$ cat src/rtl/aib_pkg.sv
// aib_pkg: shared state encoding and helpers for the AIB link receive controller
package aib_pkg;

    typedef enum logic [2:0] {
        ST_DISABLED  = 3'd0,
        ST_WAIT_RSTN = 3'd1,
        ST_WAIT_CLK  = 3'd2,
        ST_WAIT_RDY  = 3'd3,
        ST_LINK_UP   = 3'd4,
        ST_ERROR     = 3'd5
    } aib_state_e;

    function automatic logic [7:0] deb_thresh(input logic [7:0] cyc);
        return (cyc == 8'd0) ? 8'd1 : cyc;
    endfunction

endpackage

$ cat src/rtl/aib_sync_debounce.sv
// aib_sync_debounce: multi-flop synchronizer followed by a run-length level debouncer
module aib_sync_debounce
    import aib_pkg::*;
#(
    parameter int SyncStages = 2
) (
    input  logic       i_clk,
    input  logic       i_rstn,
    input  logic       i_async,
    input  logic [7:0] c_debounce_cyc,
    output logic       o_level
);

    logic [SyncStages-1:0] sync_q;
    logic [7:0]            cnt_q, cnt_d;
    logic                  lvl_q, lvl_d;
    logic                  sync_lvl, differ, hit;

    assign sync_lvl = sync_q[SyncStages-1];
    assign differ   = sync_lvl != lvl_q;
    assign hit      = ({1'b0, cnt_q} + 9'd1) >= {1'b0, deb_thresh(c_debounce_cyc)};
    assign o_level  = lvl_q;

    // extend the disagreement run, or flip the level once the run is long enough
    always_comb begin
        cnt_d = (differ && !hit) ? cnt_q + 8'd1 : 8'd0;
        lvl_d = (differ && hit) ? sync_lvl : lvl_q;
    end

    // synchronizer chain and debounce state
    always_ff @(posedge i_clk or negedge i_rstn) begin
        if (!i_rstn) begin
            sync_q <= '0;
            cnt_q  <= '0;
            lvl_q  <= 1'b0;
        end else begin
            sync_q <= {sync_q[SyncStages-2:0], i_async};
            cnt_q  <= cnt_d;
            lvl_q  <= lvl_d;
        end
    end

endmodule

$ cat src/rtl/aib_link_rx_ctrl.sv
// aib_link_rx_ctrl: far-side sideband qualification and link bring-up state machine
module aib_link_rx_ctrl
    import aib_pkg::*;
#(
    parameter int SyncStages = 2,
    parameter int ClkActWin  = 16
) (
    input  logic        i_clk,
    input  logic        i_rstn,
    input  logic        c_link_en,
    input  logic [7:0]  c_debounce_cyc,
    input  logic [15:0] c_timeout_cyc,
    input  logic        i_err_clr,
    input  logic        i_fs_adapter_rstn,
    input  logic        i_fs_mac_rdy,
    input  logic        i_fs_fwd_clk,
    output logic        o_fs_adapter_rstn,
    output logic        o_fs_mac_rdy,
    output logic        o_fwd_clk_alive,
    output logic        o_link_up,
    output logic        o_link_err,
    output logic [2:0]  o_state
);

    localparam int WW = $clog2(ClkActWin);

    aib_state_e            state_q, state_d;
    logic [SyncStages-1:0] fclk_q;
    logic                  fclk_prev_q, fclk_edge, win_end;
    logic [WW-1:0]         win_q;
    logic [1:0]            ecnt_q, ecnt_n;
    logic                  alive_q;
    logic [15:0]           tmo_q, tmo_d;
    logic                  tmo_hit, in_wait;
    logic                  err_q, err_d, up_q;
    logic                  rstn_lvl, rdy_lvl;

    aib_sync_debounce #(.SyncStages(SyncStages)) u_deb_rstn (
        .i_clk          (i_clk),
        .i_rstn         (i_rstn),
        .i_async        (i_fs_adapter_rstn),
        .c_debounce_cyc (c_debounce_cyc),
        .o_level        (rstn_lvl)
    );

    aib_sync_debounce #(.SyncStages(SyncStages)) u_deb_rdy (
        .i_clk          (i_clk),
        .i_rstn         (i_rstn),
        .i_async        (i_fs_mac_rdy),
        .c_debounce_cyc (c_debounce_cyc),
        .o_level        (rdy_lvl)
    );

    assign fclk_edge = fclk_q[SyncStages-1] ^ fclk_prev_q;
    assign ecnt_n    = (ecnt_q == 2'd3) ? 2'd3 : ecnt_q + {1'b0, fclk_edge};
    assign win_end   = win_q == WW'(ClkActWin - 1);

    // forwarded clock: synchronize, count edges per window, judge activity at window end
    always_ff @(posedge i_clk or negedge i_rstn) begin
        if (!i_rstn) begin
            fclk_q      <= '0;
            fclk_prev_q <= 1'b0;
            win_q       <= '0;
            ecnt_q      <= '0;
            alive_q     <= 1'b0;
        end else begin
            fclk_q      <= {fclk_q[SyncStages-2:0], i_fs_fwd_clk};
            fclk_prev_q <= fclk_q[SyncStages-1];
            win_q       <= win_end ? '0 : win_q + WW'(1);
            ecnt_q      <= win_end ? 2'd0 : ecnt_n;
            alive_q     <= win_end ? ecnt_n[1] : alive_q;
        end
    end

    assign in_wait = (state_q == ST_WAIT_RSTN) || (state_q == ST_WAIT_CLK) || (state_q == ST_WAIT_RDY);
    assign tmo_hit = in_wait && (c_timeout_cyc != 16'd0) && (tmo_q + 16'd1 == c_timeout_cyc);

    // next state, shared wait timeout, sticky error with entry beating clear
    always_comb begin
        state_d = state_q;
        case (state_q)
            ST_DISABLED:  state_d = ST_WAIT_RSTN;
            ST_WAIT_RSTN: state_d = tmo_hit ? ST_ERROR : rstn_lvl ? ST_WAIT_CLK : state_q;
            ST_WAIT_CLK:  state_d = tmo_hit ? ST_ERROR : alive_q ? ST_WAIT_RDY : state_q;
            ST_WAIT_RDY:  state_d = tmo_hit ? ST_ERROR : rdy_lvl ? ST_LINK_UP : state_q;
            ST_LINK_UP:   state_d = (rstn_lvl && rdy_lvl && alive_q) ? state_q : ST_ERROR;
            ST_ERROR:     state_d = i_err_clr ? ST_DISABLED : state_q;
            default:      state_d = ST_DISABLED;
        endcase
        if (!c_link_en) state_d = ST_DISABLED;
        tmo_d = (state_q == ST_DISABLED) ? 16'd0 : in_wait ? tmo_q + 16'd1 : tmo_q;
        err_d = (state_d == ST_ERROR && state_q != ST_ERROR) ? 1'b1 : i_err_clr ? 1'b0 : err_q;
    end

    // controller state and registered outputs
    always_ff @(posedge i_clk or negedge i_rstn) begin
        if (!i_rstn) begin
            state_q <= ST_DISABLED;
            tmo_q   <= '0;
            err_q   <= 1'b0;
            up_q    <= 1'b0;
        end else begin
            state_q <= state_d;
            tmo_q   <= tmo_d;
            err_q   <= err_d;
            up_q    <= state_d == ST_LINK_UP;
        end
    end

    assign o_fs_adapter_rstn = rstn_lvl;
    assign o_fs_mac_rdy      = rdy_lvl;
    assign o_fwd_clk_alive   = alive_q;
    assign o_link_up         = up_q;
    assign o_link_err        = err_q;
    assign o_state           = state_q;

endmodule

$ cat config.mk
export PLATFORM = sky130hd
export DESIGN_NAME = aib_link_rx_ctrl
export DESIGN_NICKNAME = d
export VERILOG_FILES = /design/src/rtl/aib_pkg.sv /design/src/rtl/aib_sync_debounce.sv /design/src/rtl/aib_link_rx_ctrl.sv
export SDC_FILE = /design/constraint.sdc
export NUM_CORES = 1
export LEC_CHECK = 0
export CAP_MARGIN = 10
export CORE_UTILIZATION = 50
export DETAILED_ROUTE_END_ITERATION = 16
export PLACE_DENSITY_LB_ADDON = 0.1
export RECOVER_POWER = 100
export SLEW_MARGIN = 15
export SYNTH_ARGS = -nofsm -noshare
export SYNTH_HDL_FRONTEND = slang
export SYNTH_HIERARCHICAL = 1
export SYNTH_SLANG_ARGS = --single-unit
$ cat constraint.sdc
create_clock -name i_clk -period 3.2 [get_ports i_clk]
set_clock_uncertainty 0.2 [all_clocks]
set_input_delay 0.64 -clock i_clk [delete_from_list [all_inputs] [get_ports i_clk]]
set_output_delay 0.64 -clock i_clk [all_outputs]
set_load 0.05 [all_outputs]
==> results of run 1 <==
## routing by layer
| metal | GRT usage [%] | vias up | part of all wire [%] |
|---|---|---|---|
| li1 | - | 1512 | - |
| met4 | 6.82 | 0 | 1.2 |
| met3 | 4.17 | 9 | 6.2 |
| met1 | 33.1 | 1450 | 48 |
| met5 | 0 | - | 0 |
| met2 | 36.0 | 91 | 44 |
## cell type report
class / instances / area (um2)
multi-input combinational: 303 / 2090
tap: 96 / 120
sequential: 53 / 1330
timing repair buffer: 57 / 498
inverter: 22 / 82.6
clock inverter: 3 / 26.3
clock buffer: 5 / 68.8
fill: 613 / 2700
## through the flow
step                      setup slack, ns  cells  hold slack [ns]
after floorplan                     0.480    396            0.131
after global placement             0.0364    531            0.133
after detailed placement         -0.00531    531            0.136
after CTS                           0.249    539            0.125
after global routing               0.0215    539            0.167
final                               0.168    539            0.158
## cell families (layout without fill, tap and decap cells)
family	Yosys count	count (layout)	share of synthesized area, %
AO/OA/AOI/OAI	82	82	15.1
buffers and inverters	40	87	4.91
multiplexers	7	7	2.25
XOR/XNOR	35	35	9.00
flip-flops	53	53	36.7
AND/OR/NAND/NOR	158	158	24.8
adder cells (fa/ha/maj)	21	21	7.27
## how the worst min path moves through the flow
| stage | start | to | cells past startpoint | slack [ns] |
|---|---|---|---|---|
| after global routing | fclk_q[0] | fclk_q[1] | 0 | 0.17 |
| after global placement | fclk_q[0] | fclk_q[1] | 0 | 0.13 |
| after detailed placement | fclk_q[0] | fclk_q[1] | 0 | 0.14 |
| after floorplan | fclk_q[0] | fclk_q[1] | 0 | 0.13 |
| after CTS | i_rstn | fclk_prev_q | 1 | 0.12 |
| final | fclk_q[0] | fclk_q[1] | 0 | 0.16 |
## placed cells by master (no fill, tap or decap), drive strengths merged, types with 3 or more instances in the layout
| cell type | count |
|---|---|
| dfrtp | 53 |
| nor2 | 36 |
| nand2 | 29 |
| o21ai | 29 |
| clkdlybuf4s50 | 25 |
| inv | 23 |
| ha | 21 |
| nor2b | 18 |
| xor2 | 18 |
| xnor2 | 17 |
| nand3 | 17 |
| a21oi | 14 |
| nor4 | 14 |
| buf | 13 |
| dlygate4sd3 | 12 |
| clkbuf | 12 |
| nand4 | 11 |
| and3 | 9 |
| nor3 | 6 |
| o31ai | 5 |
| nand2b | 5 |
| mux2i | 4 |
| a2111oi | 3 |
| o22ai | 3 |
| a22oi | 3 |
| mux2 | 3 |
## registers in the layout, summed over array words and instances, names as in the netlist, 2 cells and up
name               count
tmo_q                 16
u_deb_rdy/cnt_q        8
u_deb_rstn/cnt_q       8
win_q                  4
o_state                3
ecnt_q                 2
fclk_q                 2
u_deb_rdy/sync_q       2
u_deb_rstn/sync_q      2
## worst reg2reg max path: stages (launching register included)
cell and delay (ns):
dfrtp_1 0.44, ha_1 0.34, and3_1 0.37, and3_1 0.31, xor2_4 0.19, xnor2_1 0.08, or4_1 0.46, nor4_4 0.34
o311a_1 0.21
## report_power, final
group	internal, uW	switching [uW]
Combinational	280	377
Sequential	735	74.0
Clock	160	243
Total	1170	694
==> flow_summary.yaml, run 1 <==
run_status:
  outcome: "finished, final reports clean"
routing:
  via_per_inst: 5.68
  drtIter0Drc: 182
  routed-via-count: 3062
  ant_nets: 0
  drc: 0
  dr.pass1.iters: 4
  drt-total-wl_um: 8060
  wire_per_inst_um: 15.0
final_layout:
  finish.utilization_pct: 61.0
  syn_to_final_growth_pct: 16.5
  drive_above_1_share_pct: 8.13
  diodes: 0
  design_area_um2: 4210
  final_nets: 494
logic_synthesis:
  synth_seq_cells: 53
  synthArstFlopShare_pct: 100
  synth.cell_area_um2: 3620
  synth_top_area_cell: "dfrtp_1"
  synthFlopType: "dfrtp_1"
  yosysMostFrequentCell: "dfrtp_1"
  ys_seq_area_share_pct: 36.7
  synth_nets: 448
  yosys_warnings: 6
  synth_common_cells: "53 x dfrtp_1, 36 x nor2_1, 29 x nand2_1, 29 x o21ai_0, 22 x inv_1"
  postSynthAreaPerCell_um2: 9.13
  yosysUniqueCellTypes: 64
  synthCells: 396
  synthTopCellsByArea: "dfrtp_1 37%, ha_1 7.3%, xnor2_1 4.1%"
  yosysTopAreaCellShare_pct: 36.7
  synth-edff-count: 0
worst_setup_path:
  crit_family: "simple AND/OR/NAND/NOR gates"
  cp.depth: 10
  critPathLaunch: "c_debounce_cyc[5]"
  cp.arrival_ns: 3.07
  crit_path_end: "u_deb_rdy/cnt_q[7]"
  reg2regPathDepth: 8
  worstPathRequired_ns: 3.24
  ff2ff_setup_slack_ns: 0.21
  end_kind: "flip-flop"
  worst-path-max-fanout: 8
  path_cells: "dlygate4sd3_1, nor4_1, a41o_1, ha_1, nand2b_4, a211o_1, a22oi_2, buf_4, nand3_1, nor2b_1"
  start_kind: "input pin"
  critPathKind: "in2reg"
  cp.buffers_inverters: 2
  cp_slowest_cell: "dlygate4sd3_1"
  r2r_start: "tmo_q[1]"
  r2r-end: "o_state[0]"
  slowest_delay_ns: 0.59
timing:
  tns_ns: 0
  setup_viol: 0
  rsz0062_at_grt: "false"
  slew_headroom_pct: 8.00
  min_period_ns: 3.03
  fmax_ghz: 0.330
  worst_pin_slew_ns: 1.38
  hold_viol: 0
  slew_violations: 0
  layout_worst_path_cycle_share_pct: 94.7
clocking:
  cts_tree: "yes"
  h-tree-depth: 2
  hold_buffers: 0
  clk_latency_ns: 0.32
  cts_setup_buffers: 0
  clkSinkCount: 53
  cts_made_buffers: 5
  cts.repair.resized: 0
  clockRootBuffer: "clkbuf_8"
  path_clk_slew_ns: 0.11
  cts.path.max_buffers: 2
die:
  start_util_pct: 52.4
  core_um2: 6910
  io_pins: 39
  die_w_um: 87.0
  dieArea_um2: 7580
  die_y_um: 87.0
  row_count: 30
power_and_ir_drop:
  p_leak_uw: 0.00189
  power.total_uw: 1870
  ir_drop_uv: 290
  powerDensity_nw_per_um2: 444
grt:
  grt_overflow_total: 0
  grt_start_max_net_pins: 26
  grt_pass1_wl_um: 13700
  antenna_found_initial: 0
  track_usage_pct: 23.2
  grt_pass1_vias: 2893
placement:
  placed_cell_area_um2: 4160
  dp_hpwl_um: 6210
  numPortBuffers: 38
  gp_congestion: 0.938
worst_hold_path:
  worstHoldPathType: "reg2reg"
run:
  cap_violations: 0
(Power assumes the default switching activity.)
==> inputs of run 2 (changes only) <==
--- a/config.mk
+++ b/config.mk
@@ -5,6 +5,7 @@
 export SDC_FILE = /design/constraint.sdc
 export NUM_CORES = 1
 export LEC_CHECK = 0
+export ABC_AREA = 1
 export CAP_MARGIN = 10
 export CORE_UTILIZATION = 50
 export DETAILED_ROUTE_END_ITERATION = 16
==> run 2 against run 1 <==
  * Setup slack improved by 0.23 ns
  * Final area rose by 0.33%
  * Sequential power rose by 0.9%
  * Non-clock buffer count fell by 17
  * Synthesized cell count rose by 30%
  * Hold slack improved by 0.0043 ns
  * First-iteration DRC count rose by 7.7%
  * Clock power rose by 2%
  * Sequential cell count did not move
  * Clock-buffer cell count did not move
  * Routed wire length fell by 1.2%
  * Largest cell class unchanged
  * Highest routed layer unchanged
==> flow_summary.yaml, run 2 <==
worst_hold_path:
  holdPathStages: 0
  min_to: "u_deb_rdy/sync_q[1]"
  holdCritStartpoint: "u_deb_rdy/sync_q[0]"
  worstHoldPathType: "reg2reg"
timing:
  hold_viol: 0
  setup_viol: 0
  layout_worst_path_cycle_share_pct: 87.4
  slew_violations: 0
  min_period_ns: 2.80
  tns_ns: 0
  worst_pin_slew_ns: 1.39
  slew_headroom_pct: 7.60
  rsz0062_at_grt: "false"
  fmax_ghz: 0.357
  setup_slack_ns: 0.402
routing:
  ant_nets: 0
  drc: 0
  dr.pass1.iters: 4
  drtIter0Drc: 196
  routed-via-count: 3343
  wire_per_inst_um: 12.1
  drt-total-wl_um: 7960
  via_per_inst: 5.08
run:
  cap_violations: 0
clocking:
  cts_made_buffers: 5
  cts_tree: "yes"
  hold_buffers: 0
  clkSinkCount: 53
  cts.path.max_buffers: 2
  cts.repair.resized: 0
  cts_setup_buffers: 0
  path_clk_slew_ns: 0.11
  h-tree-depth: 2
  clk_latency_ns: 0.31
  clockRootBuffer: "clkbuf_8"
placement:
  numPortBuffers: 38
  placed_cell_area_um2: 4180
  pre_cts_ws_ns: 0.539
  gp_congestion: 0.917
  dp_hpwl_um: 6360
power_and_ir_drop:
  power.internal_uw: 1110
  p_seq_share_pct: 45.3
  powerDensity_nw_per_um2: 427
  power_frac_comb_pct: 31.9
  ir_drop_uv: 251
  swShare_pct: 38.5
  power_frac_clock_pct: 22.8
  power.total_uw: 1800
  p_switching_uw: 694
  p_leak_uw: 0.00218
die:
  dieArea_um2: 7700
  core_um2: 6940
  start_util_pct: 52.9
  io_pins: 39
  die_y_um: 87.7
  die_w_um: 87.7
  row_count: 30
logic_synthesis:
  synth_seq_cells: 53
  postSynthAreaPerCell_um2: 7.12
  synth_nets: 568
  synthCells: 516
  synthArstFlopShare_pct: 100
  synth-edff-count: 0
  yosysTopAreaCellShare_pct: 36.1
  synth_top_area_cell: "dfrtp_1"
  ys_seq_area_share_pct: 36.1
  synth_common_cells: "138 x nand2_1, 101 x inv_1, 53 x dfrtp_1, 51 x nor2_1, 48 x nand3_1"
  yosysMostFrequentCell: "nand2_1"
  yosys_warnings: 6
  synthTopCellsByArea: "dfrtp_1 36%, nand2_1 14%, inv_1 10%"
  synthFlopType: "dfrtp_1"
  yosysUniqueCellTypes: 30
  synth.cell_area_um2: 3680
worst_setup_path:
  cp.arrival_ns: 2.85
  worstPathRequired_ns: 3.26
  cp_slowest_cell: "nor2_1"
  crit_family: "simple AND/OR/NAND/NOR gates"
  slowest_delay_ns: 0.61
  reg2regPathDepth: 14
  start_kind: "flip-flop"
  path_cells: "nand2_2, nor2_1, nand4_1, nand3_1, nand2_1, nor2_1, nand3_1, nor2_1, nand3_1, nand2_1, inv_1, nand3_1, nand4_1, nand2_1"
  r2r_start: "tmo_q[2]"
  r2r-end: "o_link_err"
  worst-path-max-fanout: 9
  end_kind: "flip-flop"
  cp.buffers_inverters: 1
  ff2ff_setup_slack_ns: 0.40
  critPathKind: "reg2reg"
  cp_common_cell: "nand3_1"
final_layout:
  syn_to_final_growth_pct: 14.9
  largest_registers: "tmo_q (16), u_deb_rdy/cnt_q (8), u_deb_rstn/cnt_q (8)"
  top_register: "tmo_q"
  largest_reg_flops: 16
  nFillCells: 673
  drive_above_1_share_pct: 5.87
  design_area_um2: 4230
  final_nets: 613
  final_common_cell: "nand2_1"
  final_cell_mix: "140 x nand2_1, 101 x inv_1, 54 x nor2_1"
  diodes: 0
run_status:
  outcome: "finished, final reports clean"
grt:
  track_usage_pct: 22.6
  grt_start_max_net_pins: 28
  grt_overflow_total: 0
  grt_pass1_vias: 3098
  antenna_found_initial: 0
  grt_pass1_wl_um: 13700
## run 2: area by class of cell
class / count / area [um2] / area share [%]
inverters: 102 / 383 / 9.06
flip-flops and latches: 53 / 1330 / 31.4
well taps: 96 / 120 / 2.84
clock buffers: 5 / 68.8 / 1.63
multi-input cells: 359 / 1920 / 45.4
repair buffers: 40 / 382 / 9.03
clock inverters: 3 / 28.8 / 0.681
## run 2: cells by family (layout without fill, tap and decap cells)
| family | count (synthesis) | in the layout | share of synthesized area [%] |
|---|---|---|---|
| AND/OR/NAND/NOR | 289 | 289 | 36.4 |
| buffers and inverters | 104 | 150 | 10.6 |
| flip-flops | 53 | 53 | 36.1 |
| AO/OA/AOI/OAI | 35 | 35 | 5.99 |
| adder cells (fa/ha/maj) | 21 | 21 | 7.15 |
| XOR/XNOR | 14 | 14 | 3.74 |
## run 2: worst max path at each step
stage / start / end / slack (ns) / cells after the start
final: tmo_q[2] / o_link_err / 0.40 / 14
after detailed placement: c_timeout_cyc[0] / o_link_up / 0.54 / 16
after global placement: c_timeout_cyc[0] / o_link_up / 0.57 / 16
after floorplan: o_state[1] / o_link_up / 0.91 / 14
after CTS: o_state[2] / o_state[2] / 0.62 / 1
after global routing: tmo_q[2] / o_link_err / 0.21 / 15
## run 2: routing by layer
metal  global-route usage, %  part of all wire (%)
met5                       0                     0
met1                    31.9                    47
met4                    5.66                   1.2
met2                    36.7                    46
met3                    2.83                   5.5
## run 2: power by group through the flow
stage	clock (uW)	combinational [uW]	sequential [uW]
after global placement	0	591	831
after CTS	430	603	819
final	411	576	816
after detailed placement	0	601	832
after floorplan	0	353	875
after global routing	453	661	827
## run 2: through the flow
stage,std cells,hold WS (ns),utilization (%)
3_3_place_gp,650,0.134,60.2
5_1_grt,658,0.171,60.8
6_report,658,0.163,60.8
2_1_floorplan,516,0.131,-
3_5_place_dp,650,0.137,60.2
4_1_cts,658,0.0235,61.6
